`src/rtl/axi_rd_4_splitter.sv`:
```
// -----------------------------------------------------------------------------
// axi_rd_4_splitter
//
// Routes one AXI read initiator to four read targets (a..d). The target is
// chosen by araddr[SEL_LSB+1:SEL_LSB] (0=a, 1=b, 2=c, 3=d). Read data is
// returned upstream strictly in AR-acceptance order. An order FIFO holds the
// target index of every outstanding burst; its head selects which target may
// present R beats upstream.
//
// Ports
//   clk, rst_n                      clock, synchronous active-low reset
//   ar* / arvalid / arready         upstream AR channel
//   r*  / rvalid  / rready          upstream R channel
//   x_ar* / x_arvalid / x_arready   AR channel to target x (x = a..d)
//   x_r*  / x_rvalid  / x_rready    R channel from target x (x = a..d)
// -----------------------------------------------------------------------------
module axi_rd_4_splitter #(
    parameter int IDWID   = 4,
    parameter int DWID    = 64,
    parameter int EXTRAS  = 8,
    parameter int DEPTH   = 8,
    parameter int SEL_LSB = 30
) (
    input  logic              clk,
    input  logic              rst_n,
    // upstream AR
    input  logic [IDWID-1:0]  arid,
    input  logic [31:0]       araddr,
    input  logic [7:0]        arlen,
    input  logic [EXTRAS-1:0] arextras,
    input  logic [1:0]        arburst,
    input  logic              arvalid,
    output logic              arready,
    // upstream R
    output logic [IDWID-1:0]  rid,
    output logic [DWID-1:0]   rdata,
    output logic [1:0]        rresp,
    output logic              rlast,
    output logic              rvalid,
    input  logic              rready,
    // target a
    output logic [IDWID-1:0]  a_arid,
    output logic [31:0]       a_araddr,
    output logic [7:0]        a_arlen,
    output logic [EXTRAS-1:0] a_arextras,
    output logic [1:0]        a_arburst,
    output logic              a_arvalid,
    input  logic              a_arready,
    input  logic [IDWID-1:0]  a_rid,
    input  logic [DWID-1:0]   a_rdata,
    input  logic [1:0]        a_rresp,
    input  logic              a_rlast,
    input  logic              a_rvalid,
    output logic              a_rready,
    // target b
    output logic [IDWID-1:0]  b_arid,
    output logic [31:0]       b_araddr,
    output logic [7:0]        b_arlen,
    output logic [EXTRAS-1:0] b_arextras,
    output logic [1:0]        b_arburst,
    output logic              b_arvalid,
    input  logic              b_arready,
    input  logic [IDWID-1:0]  b_rid,
    input  logic [DWID-1:0]   b_rdata,
    input  logic [1:0]        b_rresp,
    input  logic              b_rlast,
    input  logic              b_rvalid,
    output logic              b_rready,
    // target c
    output logic [IDWID-1:0]  c_arid,
    output logic [31:0]       c_araddr,
    output logic [7:0]        c_arlen,
    output logic [EXTRAS-1:0] c_arextras,
    output logic [1:0]        c_arburst,
    output logic              c_arvalid,
    input  logic              c_arready,
    input  logic [IDWID-1:0]  c_rid,
    input  logic [DWID-1:0]   c_rdata,
    input  logic [1:0]        c_rresp,
    input  logic              c_rlast,
    input  logic              c_rvalid,
    output logic              c_rready,
    // target d
    output logic [IDWID-1:0]  d_arid,
    output logic [31:0]       d_araddr,
    output logic [7:0]        d_arlen,
    output logic [EXTRAS-1:0] d_arextras,
    output logic [1:0]        d_arburst,
    output logic              d_arvalid,
    input  logic              d_arready,
    input  logic [IDWID-1:0]  d_rid,
    input  logic [DWID-1:0]   d_rdata,
    input  logic [1:0]        d_rresp,
    input  logic              d_rlast,
    input  logic              d_rvalid,
    output logic              d_rready
);

    localparam int PW = $clog2(DEPTH);

    // Order FIFO: one 2-bit target index per outstanding burst.
    logic [1:0]    order_mem [DEPTH];
    logic [PW-1:0] wr_ptr;
    logic [PW-1:0] rd_ptr;
    logic [PW:0]   count;
    logic          order_empty;
    logic          order_full;
    logic          push;
    logic          pop;

    logic [1:0] sel;
    logic [1:0] head;
    logic [3:0] ar_vld_vec;
    logic [3:0] r_rdy_vec;

    // Per-target inputs gathered into index-able form.
    logic [3:0]       t_arready;
    logic [3:0]       t_rvalid;
    logic [IDWID-1:0] t_rid   [4];
    logic [DWID-1:0]  t_rdata [4];
    logic [1:0]       t_rresp [4];
    logic [3:0]       t_rlast;

    assign t_arready = {d_arready, c_arready, b_arready, a_arready};
    assign t_rvalid  = {d_rvalid,  c_rvalid,  b_rvalid,  a_rvalid};
    assign t_rlast   = {d_rlast,   c_rlast,   b_rlast,   a_rlast};
    assign t_rid     = '{a_rid,   b_rid,   c_rid,   d_rid};
    assign t_rdata   = '{a_rdata, b_rdata, c_rdata, d_rdata};
    assign t_rresp   = '{a_rresp, b_rresp, c_rresp, d_rresp};

    // AR payload is broadcast; only arvalid is steered.
    assign a_arid = arid;  assign a_araddr = araddr;  assign a_arlen = arlen;
    assign b_arid = arid;  assign b_araddr = araddr;  assign b_arlen = arlen;
    assign c_arid = arid;  assign c_araddr = araddr;  assign c_arlen = arlen;
    assign d_arid = arid;  assign d_araddr = araddr;  assign d_arlen = arlen;
    assign a_arextras = arextras;  assign a_arburst = arburst;
    assign b_arextras = arextras;  assign b_arburst = arburst;
    assign c_arextras = arextras;  assign c_arburst = arburst;
    assign d_arextras = arextras;  assign d_arburst = arburst;

    assign {d_arvalid, c_arvalid, b_arvalid, a_arvalid} = ar_vld_vec;
    assign {d_rready,  c_rready,  b_rready,  a_rready}  = r_rdy_vec;

    assign sel         = araddr[SEL_LSB+1:SEL_LSB];
    assign head        = order_mem[rd_ptr];
    assign order_empty = (count == '0);
    assign order_full  = (count == (PW+1)'(DEPTH));

    // NOTE: every output of this block gets a default first so no path can
    // leave a value unassigned and infer a latch.
    always_comb begin
        ar_vld_vec = '0;
        r_rdy_vec  = '0;
        rid        = '0;
        rdata      = '0;
        rresp      = '0;
        rlast      = 1'b0;

        // A full FIFO blocks acceptance even if a pop lands this cycle.
        arready = t_arready[sel] && !order_full;
        if (arvalid && !order_full) begin
            ar_vld_vec[sel] = 1'b1;
        end

        // Only the head target may talk upstream; others stall in place.
        rvalid = !order_empty && t_rvalid[head];
        if (!order_empty) begin
            r_rdy_vec[head] = rready;
        end
        if (rvalid) begin
            rid   = t_rid[head];
            rdata = t_rdata[head];
            rresp = t_rresp[head];
            rlast = t_rlast[head];
        end
    end

    assign push = arvalid && arready;
    assign pop  = rvalid && rready && rlast;

    // NOTE: sequential state uses non-blocking assignments so every register
    // samples the pre-edge values regardless of statement order.
    always_ff @(posedge clk) begin
        if (!rst_n) begin
            wr_ptr <= '0;
            rd_ptr <= '0;
            count  <= '0;
        end else begin
            if (push) wr_ptr <= wr_ptr + 1'b1;
            if (pop)  rd_ptr <= rd_ptr + 1'b1;
            case ({push, pop})
                2'b10:   count <= count + 1'b1;
                2'b01:   count <= count - 1'b1;
                default: count <= count;
            endcase
        end
    end

    // NOTE: the storage array is not reset; entries are only read when the
    // count marks them valid, so clearing the pointers is enough.
    always_ff @(posedge clk) begin
        if (push) begin
            order_mem[wr_ptr] <= sel;
        end
    end

    a_no_push_full:  assert property (@(posedge clk) disable iff (!rst_n) !(push && order_full));
    a_no_pop_empty:  assert property (@(posedge clk) disable iff (!rst_n) !(pop && order_empty));
    a_onehot_arv:    assert property (@(posedge clk) disable iff (!rst_n) $onehot0(ar_vld_vec));
    a_onehot_rready: assert property (@(posedge clk) disable iff (!rst_n) $onehot0(r_rdy_vec));

endmodule

```
`config.mk`:
```
export PLATFORM = sky130hd
export DESIGN_NAME = axi_rd_4_splitter
export DESIGN_NICKNAME = d
export VERILOG_FILES = /design/src/rtl/axi_rd_4_splitter.sv
export SDC_FILE = /design/constraint.sdc
export NUM_CORES = 1
export LEC_CHECK = 0
export CELL_PAD_IN_SITES_DETAIL_PLACEMENT = 0
export CELL_PAD_IN_SITES_GLOBAL_PLACEMENT = 2
export CORE_AREA = 5 5 252 254
export CTS_BUF_LIST = sky130_fd_sc_hd__clkbuf_4
export DETAILED_ROUTE_END_ITERATION = 16
export DIE_AREA = 0 0 257 259
export PLACE_DENSITY_LB_ADDON = 0.1
export SLEW_MARGIN = 20
export SYNTH_ARGS = -nofsm -noshare
export SYNTH_HDL_FRONTEND = slang
export SYNTH_SLANG_ARGS = --single-unit
```
`constraint.sdc`:
```
create_clock -name clk -period 9.55 [get_ports clk]
set_input_delay 1.91 -clock clk [delete_from_list [all_inputs] [get_ports clk]]
set_output_delay 1.91 -clock clk [all_outputs]
set_load 0.1 [all_outputs]
```
==> results by group, run 1 <==
CTS
  • Clock Sink Count: 29
  • Number of setup buffers added after CTS: 0
  • Cts bufs inserted: 5
  • Number of buffers on the longest clock path: 2
  • CTS tree: built
  • Resized Gates After CTS: 0
  • H-tree depth reported by CTS: 2
  • Clock root buffer master: sky130_fd_sc_hd__clkbuf_4
  • Source-to-sink clock delay at the later pin of the worst-skew pair: 0.33 ns
  • Quantity of hold-fixing buffers added after cts: 0
  • Post-CTS clock slew at the launch and capture registers of the worst setup and hold paths: 0.09 ns

Place
  • Post-Place Cell Area: 0.00836 sq mm
  • Global placement routability congestion: 0.811
  • Half-perimeter wire length of the detailed placement result: 29400 um
  • Number of buffers inserted by port buffering: 386
  • Inst Count DP: 1445

Floorplan
  • Number of placement rows: 91
  • Number of ports placed on the die boundary: 647
  • Core footprint: 0.0610 sq mm
  • Vert. Die Dim: 259 um
  • Area enclosed by the die boundary: 0.0666 sq mm
  • Initial core utilization: 8.61%
  • Chip Width: 257 um

Worst hold path
  • Class of the tightest hold or removal check: flip-flop to flip-flop
  • Count of cells along the worst hold path: 2

Synthesis
  • Mean Syn Cell Area: 10.4 sq um
  • Netlist area before placement: 0.00526 sq mm
  • Post-synthesis instance total: 507
  • Portion of the post-synthesis area used by sequential elements: 14.1%
  • Synth Warn #: 0
  • Flip-flop and latch count after synthesis: 29
  • Post-synthesis net count: 862
  • Most used DFF post-synth: sky130_fd_sc_hd__edfxtp_1
  • Post-synth EDFFs: 16
  • Number of library cell types mapped by synthesis: 35
  • Share of synthesized flip-flops with an asynchronous set or reset: 0%

Power
  • Static Leak: 2.63 nW
  • Pwr dens: 97.3 mW/mm^2
  • Design Power: 0.820 mW
  • IR Drop Worst-Case VDD: 29.5 uV

Global routing
  • Global-route wire length before repair: 44200 um
  • Maximum number of pins on one net before global-route repair: 72
  • Number of global-route vias before repair: 4699
  • Initial antenna violation count: 28
  • GRT Util Overall: 9.45%
  • Global route total overflow: 0

STA
  • Setup TNS Final: 0 ns
  • Worst max-slew margin expressed relative to the limit: 27.4%
  • Period utilisation layout: 72.5%
  • Final slew viol count: 0
  • Final setup skew: 0.0174 ns
  • Slew @ Worst Pin: 1.09 ns
  • Max Clk Rate: 144 MHz
  • Number of hold violations in the final report: 0
  • Number of failing setup endpoints in the final timing report: 0
  • Setup repair after global routing missed its margin: no
  • Min cycle time layout: 6.92 ns
  • Worst hold margin: 0.487 ns

Setup path
  • Critical path fanouts, max: 71
  • Data required time of the critical path: 7.64 ns
  • Crit end category: primary output
  • Worst Reg2Reg Path Length in Cells: 14
  • Critical Path Start Type: primary input
  • Classification of the worst setup path: primary input to primary output
  • Data arrival at the endpoint of the critical path: 5.01 ns

Final layout
  • Area overhead of the layout relative to synthesis: 60.5%
  • Combined area of the multi-input logic cells: 0.00274 sq mm
  • Count of non-filler cells in the finished layout: 1461
  • Fillcell total: 6872
  • FF+latch area: 741 sq um
  • Post-Layout Inst Area: 0.00843 sq mm
  • Total number of nets in the final design: 1017
  • Fraction of final layout cells with drive strength greater than 1: 14.6%

Route
  • Per-cell routed wire length: 23.1 um
  • DRT Pass-1 Iters: 4
  • DRC violation count after routing: 0
  • 1st-iter DRT viols: 109
  • Detailed-route via count: 4409
  • Final Routed Wirelength: 33700 um
  • Final ANT Viol Nets: 0
  • Drt via density: 3.02

Status
  • Result of the run: finished, final reports clean

Run
  • Count of max-cap constraint violations: 0
-- cell usage in the layout, fill, tap and decap left out, types with 8 or more instances in the layout --
cell type                         synthesis  final
sky130_fd_sc_hd__mux4_2                  74     73
sky130_fd_sc_hd__mux2i_1                 13     13
sky130_fd_sc_hd__edfxtp_1                16     16
sky130_fd_sc_hd__nand2_1                 15     15
sky130_fd_sc_hd__buf_4                  222     11
sky130_fd_sc_hd__nor2b_1                 72     72
sky130_fd_sc_hd__nor2_1                  10     10
sky130_fd_sc_hd__clkdlybuf4s50_1          0    380
sky130_fd_sc_hd__dfxtp_1                 13     13
sky130_fd_sc_hd__diode_2                  0      8
-- Yosys cell counts, types with 5 or more instances --
master / number / area, sq um
sky130_fd_sc_hd__nor2_1: 10 / 37.5
sky130_fd_sc_hd__a21boi_0: 5 / 37.5
sky130_fd_sc_hd__nor2b_1: 72 / 450
sky130_fd_sc_hd__dfxtp_1: 13 / 260
sky130_fd_sc_hd__edfxtp_1: 16 / 480
sky130_fd_sc_hd__buf_1: 7 / 26.3
sky130_fd_sc_hd__buf_4: 222 / 1670
sky130_fd_sc_hd__buf_2: 9 / 45.0
sky130_fd_sc_hd__nand2b_1: 6 / 37.5
sky130_fd_sc_hd__ha_1: 5 / 62.6
sky130_fd_sc_hd__mux4_2: 74 / 1670
sky130_fd_sc_hd__nand2_1: 15 / 56.3
sky130_fd_sc_hd__mux2i_1: 13 / 130
-- path summary, 6_finish.rpt --
| check | startpoint | slack [ns] | end |
|---|---|---|---|
| setup / recovery | a_rvalid | 2.63 | rdata[59] |
| hold / removal | rd_ptr[2]$_SDFFE_PN0P_ | 0.49 | rd_ptr[2]$_SDFFE_PN0P_ |
| setup reg to reg | flip-flop | 4.67 | count[2]$_SDFFE_PN0P_ |
| hold reg to reg | rd_ptr[2]$_SDFFE_PN0P_ | 0.49 | rd_ptr[2]$_SDFFE_PN0P_ |
-- layer usage --
layer | track usage, % | share of wire, %
met3 | 7.45 | 15
met2 | 15.9 | 47
met1 | 9.71 | 36
met5 | 0 | 0.69
met4 | 0.805 | 0.79
-- worst max-delay path: stages --
cell and delay, ns:
sky130_fd_sc_hd__clkdlybuf4s50_1 0.46, sky130_fd_sc_hd__mux2i_1 0.07, sky130_fd_sc_hd__mux2_2 0.32, sky130_fd_sc_hd__or2_2 0.30, sky130_fd_sc_hd__buf_4 0.33, sky130_fd_sc_hd__nor2b_1 0.26
sky130_fd_sc_hd__clkdlybuf4s50_1 1.22
-- metrics by stage --
stage | utilization (%) | worst slack, ns
after floorplan | - | 3.19
after global placement | 13.7 | 2.52
after detailed placement | 13.7 | 2.54
after CTS | 13.8 | 2.46
after global routing | 13.8 | 2.35
final | 13.8 | 2.63
-- area by class of cell --
type / instances / area share (%)
inverters: 2 / 0.0890
diodes: 8 / 0.237
multi-input cells: 232 / 32.4
clock buffers: 5 / 0.445
clock inverters: 3 / 0.148
flip-flops and latches: 29 / 8.78
repair buffers: 392 / 46.1
well taps: 790 / 11.7
-- cells by family (layout without fill, tap and decap cells) --
kind of cell             count (synthesis)  after routing  share of synthesized area, %
multiplexers                            90             90                          35.0
AO/OA/AOI/OAI                           10             10                          1.21
flip-flops                              29             29                          14.1
adder cells (fa/ha/maj)                  5              5                          1.19
buffers and inverters                  246            402                          33.9
other                                    0              8                             0
XOR/XNOR                                 5              5                         0.833
AND/OR/NAND/NOR                        122            122                          13.7
-- power by group --
group	switching (mW)	internal (mW)	total, mW
clock network	0.0431	0.0266	0.0697
logic	0.363	0.249	0.612
registers	0.00391	0.135	0.139
(Power assumes the default switching activity.)
==> run 2: changes to the inputs <==
CORE_AREA = 5 5 245 247   (was 5 5 252 254)
DIE_AREA = 0 0 250 252   (was 0 0 257 259)
clock period = 5.7 ns   (was 9.55 ns; I/O delays follow)
==> run 2 against run 1 <==
  * Setup slack worse by 1.8 ns
  * Count of clock-buffer cells in the layout stayed put
  * Wire length is 5.6% lower
  * Critical path type is now flip-flop to primary output
  * Largest cell class unchanged
  * Largest power group unchanged
  * Highest routed layer unchanged
==> results by group, run 2 (synthesized netlist as in run 1, its figures left out) <==
Status
  • Result of the run: finished, final reports clean

Setup path
  • Worst Reg2Reg Path Length in Cells: 13 (-1)
  • Data arrival at the endpoint of the critical path: 3.73 ns (-1.28 ns)
  • Crit end category: primary output
  • Critical path fanouts, max: 72 (+1.4%)
  • Classification of the worst setup path: flip-flop to primary output
  • Data required time of the critical path: 4.56 ns (-3.08 ns)
  • Critical Path Start Type: flip-flop

Final layout
  • Commonest non-fill, non-tap cell in the layout: sky130_fd_sc_hd__clkdlybuf4s50_1
  • FF+latch area: 741 sq um (unchanged)
  • Combined area of the multi-input logic cells: 0.00274 sq mm (unchanged)
  • Fraction of final layout cells with drive strength greater than 1: 26.1% (+12 points)
  • Area overhead of the layout relative to synthesis: 59.0%
  • Fillcell total: 6439 (-6.3%)
  • Total number of nets in the final design: 1016 (-0.098%)
  • Commonest cells after routing, fill and taps aside: sky130_fd_sc_hd__clkdlybuf4s50_1 (305), sky130_fd_sc_hd__buf_4 (79), sky130_fd_sc_hd__mux4_2 (73)
  • Final standard cell utilization of the core: 14.6% (+0.74 points)

STA
  • Setup repair after global routing missed its margin: no
  • Final Worst Setup Slack: 0.827 ns (-1.80 ns)
  • Number of hold violations in the final report: 0 (unchanged)
  • Final setup skew: 0.00903 ns (-0.00837 ns)
  • Max Clk Rate: 205 MHz
  • Slew @ Worst Pin: 0.975 ns (-0.111 ns)
  • Min cycle time layout: 4.87 ns
  • Number of failing setup endpoints in the final timing report: 0 (unchanged)
  • Setup TNS Final: 0 ns (unchanged)
  • Worst max-slew margin expressed relative to the limit: 34.8% (+7.4 points)
  • Final slew viol count: 0 (unchanged)
  • Period utilisation layout: 85.5%

Global routing
  • Maximum number of pins on one net before global-route repair: 77 (+6.9%)
  • Global route total overflow: 0 (unchanged)
  • Global-route wire length before repair: 42300 um (-4.2%)
  • Initial antenna violation count: 33 (+18%)
  • GRT Util Overall: 9.43% (-0.022 points)
  • Number of global-route vias before repair: 4790 (+1.9%)

Route
  • DRC violation count after routing: 0 (unchanged)
  • Per-cell routed wire length: 22.1 um (-4.0%)
  • Final ANT Viol Nets: 0 (unchanged)
  • DRT Pass-1 Iters: 4 (unchanged)
  • 1st-iter DRT viols: 219 (+100%)
  • Final Routed Wirelength: 31800 um (-5.6%)
  • Detailed-route via count: 4454 (+1.0%)
  • Drt via density: 3.10 (+2.8%)

CTS
  • Cts bufs inserted: 5 (unchanged)
  • Clock Sink Count: 29 (unchanged)
  • Clock root buffer master: sky130_fd_sc_hd__clkbuf_4
  • Quantity of hold-fixing buffers added after cts: 0 (unchanged)
  • Resized Gates After CTS: 0 (unchanged)
  • H-tree depth reported by CTS: 2 (unchanged)
  • Number of buffers on the longest clock path: 2 (unchanged)
  • CTS tree: built
  • Post-CTS clock slew at the launch and capture registers of the worst setup and hold paths: 0.10 ns (about the same)
  • Number of setup buffers added after CTS: 0 (unchanged)
  • Source-to-sink clock delay at the later pin of the worst-skew pair: 0.34 ns (about the same)

Floorplan
  • Number of placement rows: 88 (-3.3%)
  • Initial core utilization: 9.16% (+0.55 points)
  • Core footprint: 0.0574 sq mm (-6.0%)
  • Area enclosed by the die boundary: 0.0630 sq mm (-5.4%)
  • Number of ports placed on the die boundary: 647 (unchanged)
  • Vert. Die Dim: 252 um (-2.7%)
  • Chip Width: 250 um (-2.7%)

Power
  • Switching portion of total power: 47.5% (-2.6 points)
  • Sequential Power Share: 15.8% (-1.1 points)
  • Net switching power: 0.698 mW (+70%)
  • Internal power: 0.773 mW (+88%)
  • Proportion of power drawn by the clock network: 14.6% (+6.1 points)
  • Static Leak: 2.82 nW (+7.3%)
  • IR Drop Worst-Case VDD: 77.8 uV (+160%)
  • Pwr dens: 176 mW/mm^2 (+81%)
  • Proportion of power drawn by combinational gates: 69.7% (-4.9 points)

Place
  • Number of buffers inserted by port buffering: 386 (unchanged)
  • Half-perimeter wire length of the detailed placement result: 27300 um (-7.2%)
  • Pre-CTS WS: 1.06 ns (-1.48 ns)
  • Global placement routability congestion: 0.767 (-5.4%)

Worst hold path
  • Hold path startpoint: rd_ptr[2]$_SDFFE_PN0P_
  • Class of the tightest hold or removal check: flip-flop to flip-flop
  • Count of cells along the worst hold path: 2 (unchanged)

Run
  • Count of max-cap constraint violations: 0 (unchanged)
-- run 2: per-stage QoR --
| step | cell area [sq um] | hold WS [ns] | total power, mW | cells |
|---|---|---|---|---|
| detailed placement | 8230 | 0.469 | 1.28 | 1419 |
| CTS | 8330 | 0.484 | 1.51 | 1427 |
| global route | 8340 | 0.503 | 1.54 | 1429 |
| floorplan | 5260 | 0.445 | 1.58 | 507 |
| finish | 8350 | 0.482 | 1.47 | 1436 |
| global placement | 8230 | 0.468 | 1.28 | 1419 |
-- run 2: power groups by stage --
stage | Clock (mW) | Combinational [mW] | Sequential, mW
floorplan | 0 | 1.35 | 0.234
global placement | 0 | 1.05 | 0.237
detailed placement | 0 | 1.05 | 0.237
CTS | 0.225 | 1.05 | 0.232
global route | 0.233 | 1.07 | 0.233
finish | 0.214 | 1.02 | 0.232
-- run 2: cell type report --
| class | count | share of cell area (%) |
|---|---|---|
| Multi-Input combinational cell | 232 | 32.8 |
| Clock buffer | 5 | 0.449 |
| Sequential cell | 29 | 8.87 |
| Timing Repair Buffer | 391 | 45.3 |
| Tap cell | 765 | 11.5 |
| Antenna cell | 9 | 0.270 |
| Clock inverter | 3 | 0.779 |
| Inverter | 2 | 0.0899 |
-- run 2: path summary, 6_finish.rpt --
kind / to / slack, ns
hold reg to reg: flip-flop / 0.48
hold / removal: flip-flop / 0.48
setup / recovery: rid[3] / 0.83
setup reg to reg: count[2]$_SDFFE_PN0P_ / 1.63
-- run 2: per-layer routing --
layer,wire [um],vias to the layer above,track usage [%]
met3,4510,53,6.94
met1,11300,2103,9.66
met4,148,44,1.06
met2,15500,363,16.2
met5,293,-,0
li1,-,1891,-
-- run 2: critical path: stages (launching register included) --
cell	delay [ns]
sky130_fd_sc_hd__dfxtp_1	0.53
sky130_fd_sc_hd__mux2i_1	0.13
sky130_fd_sc_hd__mux4_4	0.92
sky130_fd_sc_hd__mux2i_1	0.21
sky130_fd_sc_hd__mux2_2	0.33
sky130_fd_sc_hd__or2_2	0.31
sky130_fd_sc_hd__buf_12	0.20
sky130_fd_sc_hd__nor2b_1	0.31
sky130_fd_sc_hd__buf_4	0.35
==> run 3: changes to the inputs <==
CAP_MARGIN = 15   (was unset)
==> results of run 3 <==
Same layout as run 2: the final DEF is identical, and so are final timing and power.
